$ cat src/rtl/serial_fsm_sched.sv
// Round-robin scheduler that time-shares one serial FSM among N bit-stream requesters.
// Each grant clears the FSM, streams BURST bits into it and counts its 1 outputs.
module serial_fsm_sched #(
  parameter int N     = 4,
  parameter int BURST = 8,
  parameter int HW    = $clog2(BURST + 1)
) (
  input  logic                 clk,
  input  logic                 rstn,
  input  logic [N-1:0]         req,
  input  logic [N-1:0]         bit_in,
  input  logic                 y_in,
  output logic                 x_out,
  output logic                 fsm_rstn,
  output logic [N-1:0]         gnt,
  output logic [$clog2(N)-1:0] owner,
  output logic                 busy,
  output logic                 done,
  output logic [HW-1:0]        hits
);

  localparam int OW = $clog2(N);
  localparam int CW = (BURST > 1) ? $clog2(BURST) : 1;

  typedef enum logic [1:0] {
    S_IDLE  = 2'd0,
    S_CLEAR = 2'd1,
    S_RUN   = 2'd2,
    S_DONE  = 2'd3
  } state_t;

  state_t          state_q, state_d;
  logic [N-1:0]    gnt_q, gnt_d;
  logic [OW-1:0]   owner_q, owner_d;
  logic [OW-1:0]   ptr_q, ptr_d;
  logic            fsm_rstn_q, fsm_rstn_d;
  logic            busy_q, busy_d;
  logic            done_q, done_d;
  logic [HW-1:0]   hits_q, hits_d;
  logic [CW-1:0]   cnt_q, cnt_d;

  logic            found_s;
  logic [OW-1:0]   pick_s;
  logic [OW-1:0]   idx_s;
  logic            last_s;

  assign last_s = (cnt_q == CW'(BURST - 1));

  // Round-robin pick: first set request at or above the pointer, wrapping modulo N.
  always_comb begin
    found_s = 1'b0;
    pick_s  = '0;
    idx_s   = '0;
    for (int i = 0; i < N; i++) begin
      if ((int'(ptr_q) + i) >= N) begin
        idx_s = OW'(int'(ptr_q) + i - N);
      end else begin
        idx_s = OW'(int'(ptr_q) + i);
      end
      if (!found_s && req[idx_s]) begin
        found_s = 1'b1;
        pick_s  = idx_s;
      end else begin
        found_s = found_s;
      end
    end
  end

  // State and output registers; reset puts the shared FSM in reset as well.
  always_ff @(posedge clk or negedge rstn) begin
    if (!rstn) begin
      state_q    <= S_IDLE;
      gnt_q      <= '0;
      owner_q    <= '0;
      ptr_q      <= '0;
      fsm_rstn_q <= 1'b0;
      busy_q     <= 1'b0;
      done_q     <= 1'b0;
      hits_q     <= '0;
      cnt_q      <= '0;
    end else begin
      state_q    <= state_d;
      gnt_q      <= gnt_d;
      owner_q    <= owner_d;
      ptr_q      <= ptr_d;
      fsm_rstn_q <= fsm_rstn_d;
      busy_q     <= busy_d;
      done_q     <= done_d;
      hits_q     <= hits_d;
      cnt_q      <= cnt_d;
    end
  end

  // Next-state logic.
  always_comb begin
    state_d = state_q;
    case (state_q)
      S_IDLE: begin
        if (found_s) begin
          state_d = S_CLEAR;
        end else begin
          state_d = S_IDLE;
        end
      end
      S_CLEAR: state_d = S_RUN;
      S_RUN: begin
        if (last_s) begin
          state_d = S_DONE;
        end else begin
          state_d = S_RUN;
        end
      end
      S_DONE:  state_d = S_IDLE;
      default: state_d = S_IDLE;
    endcase
  end

  // Registered-output next values; done is a pulse, everything else holds by default.
  always_comb begin
    gnt_d      = gnt_q;
    owner_d    = owner_q;
    ptr_d      = ptr_q;
    fsm_rstn_d = fsm_rstn_q;
    busy_d     = busy_q;
    done_d     = 1'b0;
    hits_d     = hits_q;
    cnt_d      = cnt_q;
    case (state_q)
      S_IDLE: begin
        fsm_rstn_d = 1'b1;
        if (found_s) begin
          owner_d    = pick_s;
          gnt_d      = {{(N-1){1'b0}}, 1'b1} << pick_s;
          fsm_rstn_d = 1'b0;
          hits_d     = '0;
          busy_d     = 1'b1;
        end else begin
          busy_d = 1'b0;
        end
      end
      S_CLEAR: begin
        fsm_rstn_d = 1'b1;
        cnt_d      = '0;
      end
      S_RUN: begin
        hits_d = hits_q + HW'(y_in);
        if (last_s) begin
          cnt_d  = '0;
          gnt_d  = '0;
          busy_d = 1'b0;
          done_d = 1'b1;
        end else begin
          cnt_d = cnt_q + CW'(1);
        end
      end
      S_DONE: begin
        if (owner_q == OW'(N - 1)) begin
          ptr_d = '0;
        end else begin
          ptr_d = owner_q + OW'(1);
        end
      end
      default: begin
        gnt_d  = '0;
        busy_d = 1'b0;
      end
    endcase
  end

  // The owner's bit stream reaches the shared FSM only while bits are being counted.
  assign x_out    = (state_q == S_RUN) ? bit_in[owner_q] : 1'b0;
  assign fsm_rstn = fsm_rstn_q;
  assign gnt      = gnt_q;
  assign owner    = owner_q;
  assign busy     = busy_q;
  assign done     = done_q;
  assign hits     = hits_q;

endmodule

$ cat config.mk
export PLATFORM = sky130hd
export DESIGN_NAME = serial_fsm_sched
export DESIGN_NICKNAME = d
export VERILOG_FILES = /design/src/rtl/serial_fsm_sched.sv
export SDC_FILE = /design/constraint.sdc
export NUM_CORES = 1
export LEC_CHECK = 0
export ABC_AREA = 1
export CORE_UTILIZATION = 50
export CTS_BUF_LIST = sky130_fd_sc_hd__clkbuf_8 sky130_fd_sc_hd__clkbuf_16
export DETAILED_ROUTE_END_ITERATION = 10
export PLACE_DENSITY = 0.77
export SETUP_SLACK_MARGIN = 0.2
export SLEW_MARGIN = 25
export SYNTH_ARGS = -nofsm -noshare
export SYNTH_HDL_FRONTEND = slang
export SYNTH_SLANG_ARGS = --single-unit
$ cat constraint.sdc
create_clock -name clk -period 2.5 [get_ports clk]
set_input_delay 0.5 -clock clk [delete_from_list [all_inputs] [get_ports clk]]
set_output_delay 0.5 -clock clk [all_outputs]
set_load 0.1 [all_outputs]
==> results.json <==
{
  "slowest_delay_ps": 460,
  "achievable-frequency_ghz": 0.4696,
  "drc_errors": 0,
  "place.gp.congestion": 0.9063,
  "hold-worst-slack_ps": 489.8,
  "highest_net_fanout_along_the_worst_path": 1,
  "cp-end-kind": "output port",
  "ctsRootBufferMaster": "sky130_fd_sc_hd__clkbuf_8",
  "critical_path_cell_by_cell": "clkdlybuf4s50_1 -> nor2_1 -> nor2_1 -> o21ai_0 -> a21oi_4 -> buf_12",
  "layout.cells.most_common_list": "sky130_fd_sc_hd__nand2_1, sky130_fd_sc_hd__inv_1, sky130_fd_sc_hd__dfrtp_1",
  "synth.cell_area_um2": 1310,
  "final_nets": 220,
  "cts_buffer_depth": 2,
  "post-route-worst-setup-slack_ps": 370.6,
  "port_bufs": 24,
  "syn_area_per_cell_um2": 7.661,
  "max_slew.worst_pin.slew_ps": 452.1,
  "final.min_clock_period_ps": 2129,
  "final_common_cell": "sky130_fd_sc_hd__nand2_1",
  "global_route.usage.total": 0.2228,
  "worstPathArrival_ps": 1630,
  "post_route_cells_drive_above_1_share": 0.2273,
  "cts_htree_levels": 1,
  "worst_path_max_delay_cell": "sky130_fd_sc_hd__clkdlybuf4s50_1",
  "most_used_cell_along_the_critical_path": "sky130_fd_sc_hd__nor2_1",
  "synthesis.yosys.warnings": 0,
  "cts.sink_count": 20,
  "pin_count": 25,
  "status": "finished clean",
  "fin_skew_ps": 3.091,
  "timing.setup.tns_ps": 0,
  "dp_slack_ps": 372.2,
  "post_synth_main_area_contributors": "sky130_fd_sc_hd__dfrtp_1, sky130_fd_sc_hd__nand2_1, sky130_fd_sc_hd__ha_1",
  "synth-seq-area-share": 0.3820,
  "drtAntennaViolNets": 0,
  "final_min_period_over_clock_period": 0.8518,
  "design.die.area_um2": 2829,
  "rsz0062_at_grt": "false",
  "hp-class": "flop to flop",
  "worst-endpoint-required_ps": 2000,
  "cts_tree": "done",
  "initial_core_util": 0.5288,
  "worst_hold_path.num_cells": 2,
  "synth_register_bits": 20,
  "grt-ovfl-total": 0,
  "first_pass_iters": 4,
  "die_height_um": 53.19,
  "yosys.area.top_type": "sky130_fd_sc_hd__dfrtp_1",
  "totalWireLength_um": 2679,
  "area_share_of_the_largest_cell_type_after_synthesis": 0.3820,
  "routed_length_per_instance_um": 11.75,
  "crit_path_start_kind": "primary input",
  "detailed_place_hpwl_um": 2094,
  "finalSetupViolCount": 0,
  "timing.reg2reg.worst_path_depth": 9,
  "number_of_antenna_violations_at_the_first_check_in_global_routing": 0,
  "cts.reportedPaths.clkPinSlew_ps": 70,
  "number_of_unique_standard_cell_types_used_by_synthesis": 22,
  "timing_max_transition_violations_final": 0,
  "crit_type": "primary input to output port",
  "floorplan.die.width_um": 53.19,
  "maximum_number_of_pins_on_one_net_before_global_route_repair": 21,
  "mappedNetlistNets": 192,
  "diodes": 0,
  "core_um2": 2477,
  "grt_pass1_wl_um": 4540,
  "netlist_instances": 171,
  "syn_to_final_growth_pct": 25.50,
  "routed_via_count": 1158,
  "number_of_global_route_vias_before_repair": 1130,
  "drt-vias-per-instance": 5.079,
  "report.final.hold_viol_count": 0,
  "maxCapViolCount": 0,
  "detailed_router_s_first_iteration_violation_count": 18,
  "placement_rows": 18,
  "clock_latency_ps": 260,
  "tritoncts.num_buffers": 3,
  "worst_slew_margin_rel": 0.6986
}
cells in the mapped netlist, drive strengths merged:
library cell  count
o21ai            12
inv              23
ha               10
nor2             13
nand3            21
nand2            64
a31o              1
dfrtp            20
buf               2
nand4             1
a21oi             2
xor2              2
sequential cells by signal, indices dropped and copies added (netlist names), 2 cells and up:
name	cells
state_q	2
cnt_q	3
owner	2
hits	4
ptr_q	2
gnt	4
layout make-up:
class / count / area (um2)
well taps: 30 / 37.54
fillers: 215 / 833.3
inverters: 23 / 93.84
clock inverters: 1 / 30.03
repair buffers: 25 / 225.2
clock buffers: 3 / 41.29
flip-flops and latches: 20 / 503.0
multi-input cells: 126 / 713.2
critical path, delay by kind of cell:
family / cells / cell delay, ps
AO/OA/AOI/OAI: 2 / 370
buffers and inverters: 2 / 650
AND/OR/NAND/NOR: 2 / 110
routing by layer:
layer	global-route usage	wire length (um)	vias up
met1	0.2571	1129	530
met5	0	0	-
met2	0.4156	1418	30
li1	-	-	596
met3	0.06034	121	2
met4	0.02632	9	0
cells by family (layout without fill, tap and decap cells):
group / Yosys count / in the layout / synth area share
xor+xnor: 2 / 2 / 0.01337
fa+ha+maj: 10 / 10 / 0.09551
compound gates: 15 / 15 / 0.06304
flops: 20 / 20 / 0.3820
buf+inv: 25 / 52 / 0.08404
simple gates: 99 / 99 / 0.3620
path summary, 6_finish.rpt:
check	start	endpoint	slack, ps
max	bit_in[0]	x_out	370
max in group asynchronous	rstn	owner[1]	1700
min reg2reg	gnt[3]	gnt[3]	490
min in group asynchronous	rstn	state_q[1]	570
min	gnt[3]	gnt[3]	490
max reg2reg	ptr_q[0]	hits[2]	800
timing repair:
item | in CTS | in global routing
endpoints found under the hold margin | 0 | 0
gates resized for setup | 0 | 1
setup endpoints to repair | 0 | 1
hold buffers | 0 | 0
setup buffers | 0 | 0
per-stage QoR:
stage | utilization | instances | cell area, um2
5_1_grt | 0.6636 | 228 | 1644
3_5_place_dp | 0.6338 | 224 | 1570
4_1_cts | 0.6626 | 228 | 1642
6_report | 0.6636 | 228 | 1644
2_1_floorplan | - | 171 | 1324
3_3_place_gp | 0.6338 | 224 | 1570
Power is not shown: default switching activity piles up to over one toggle a cycle in this logic, so the estimate is an artifact.
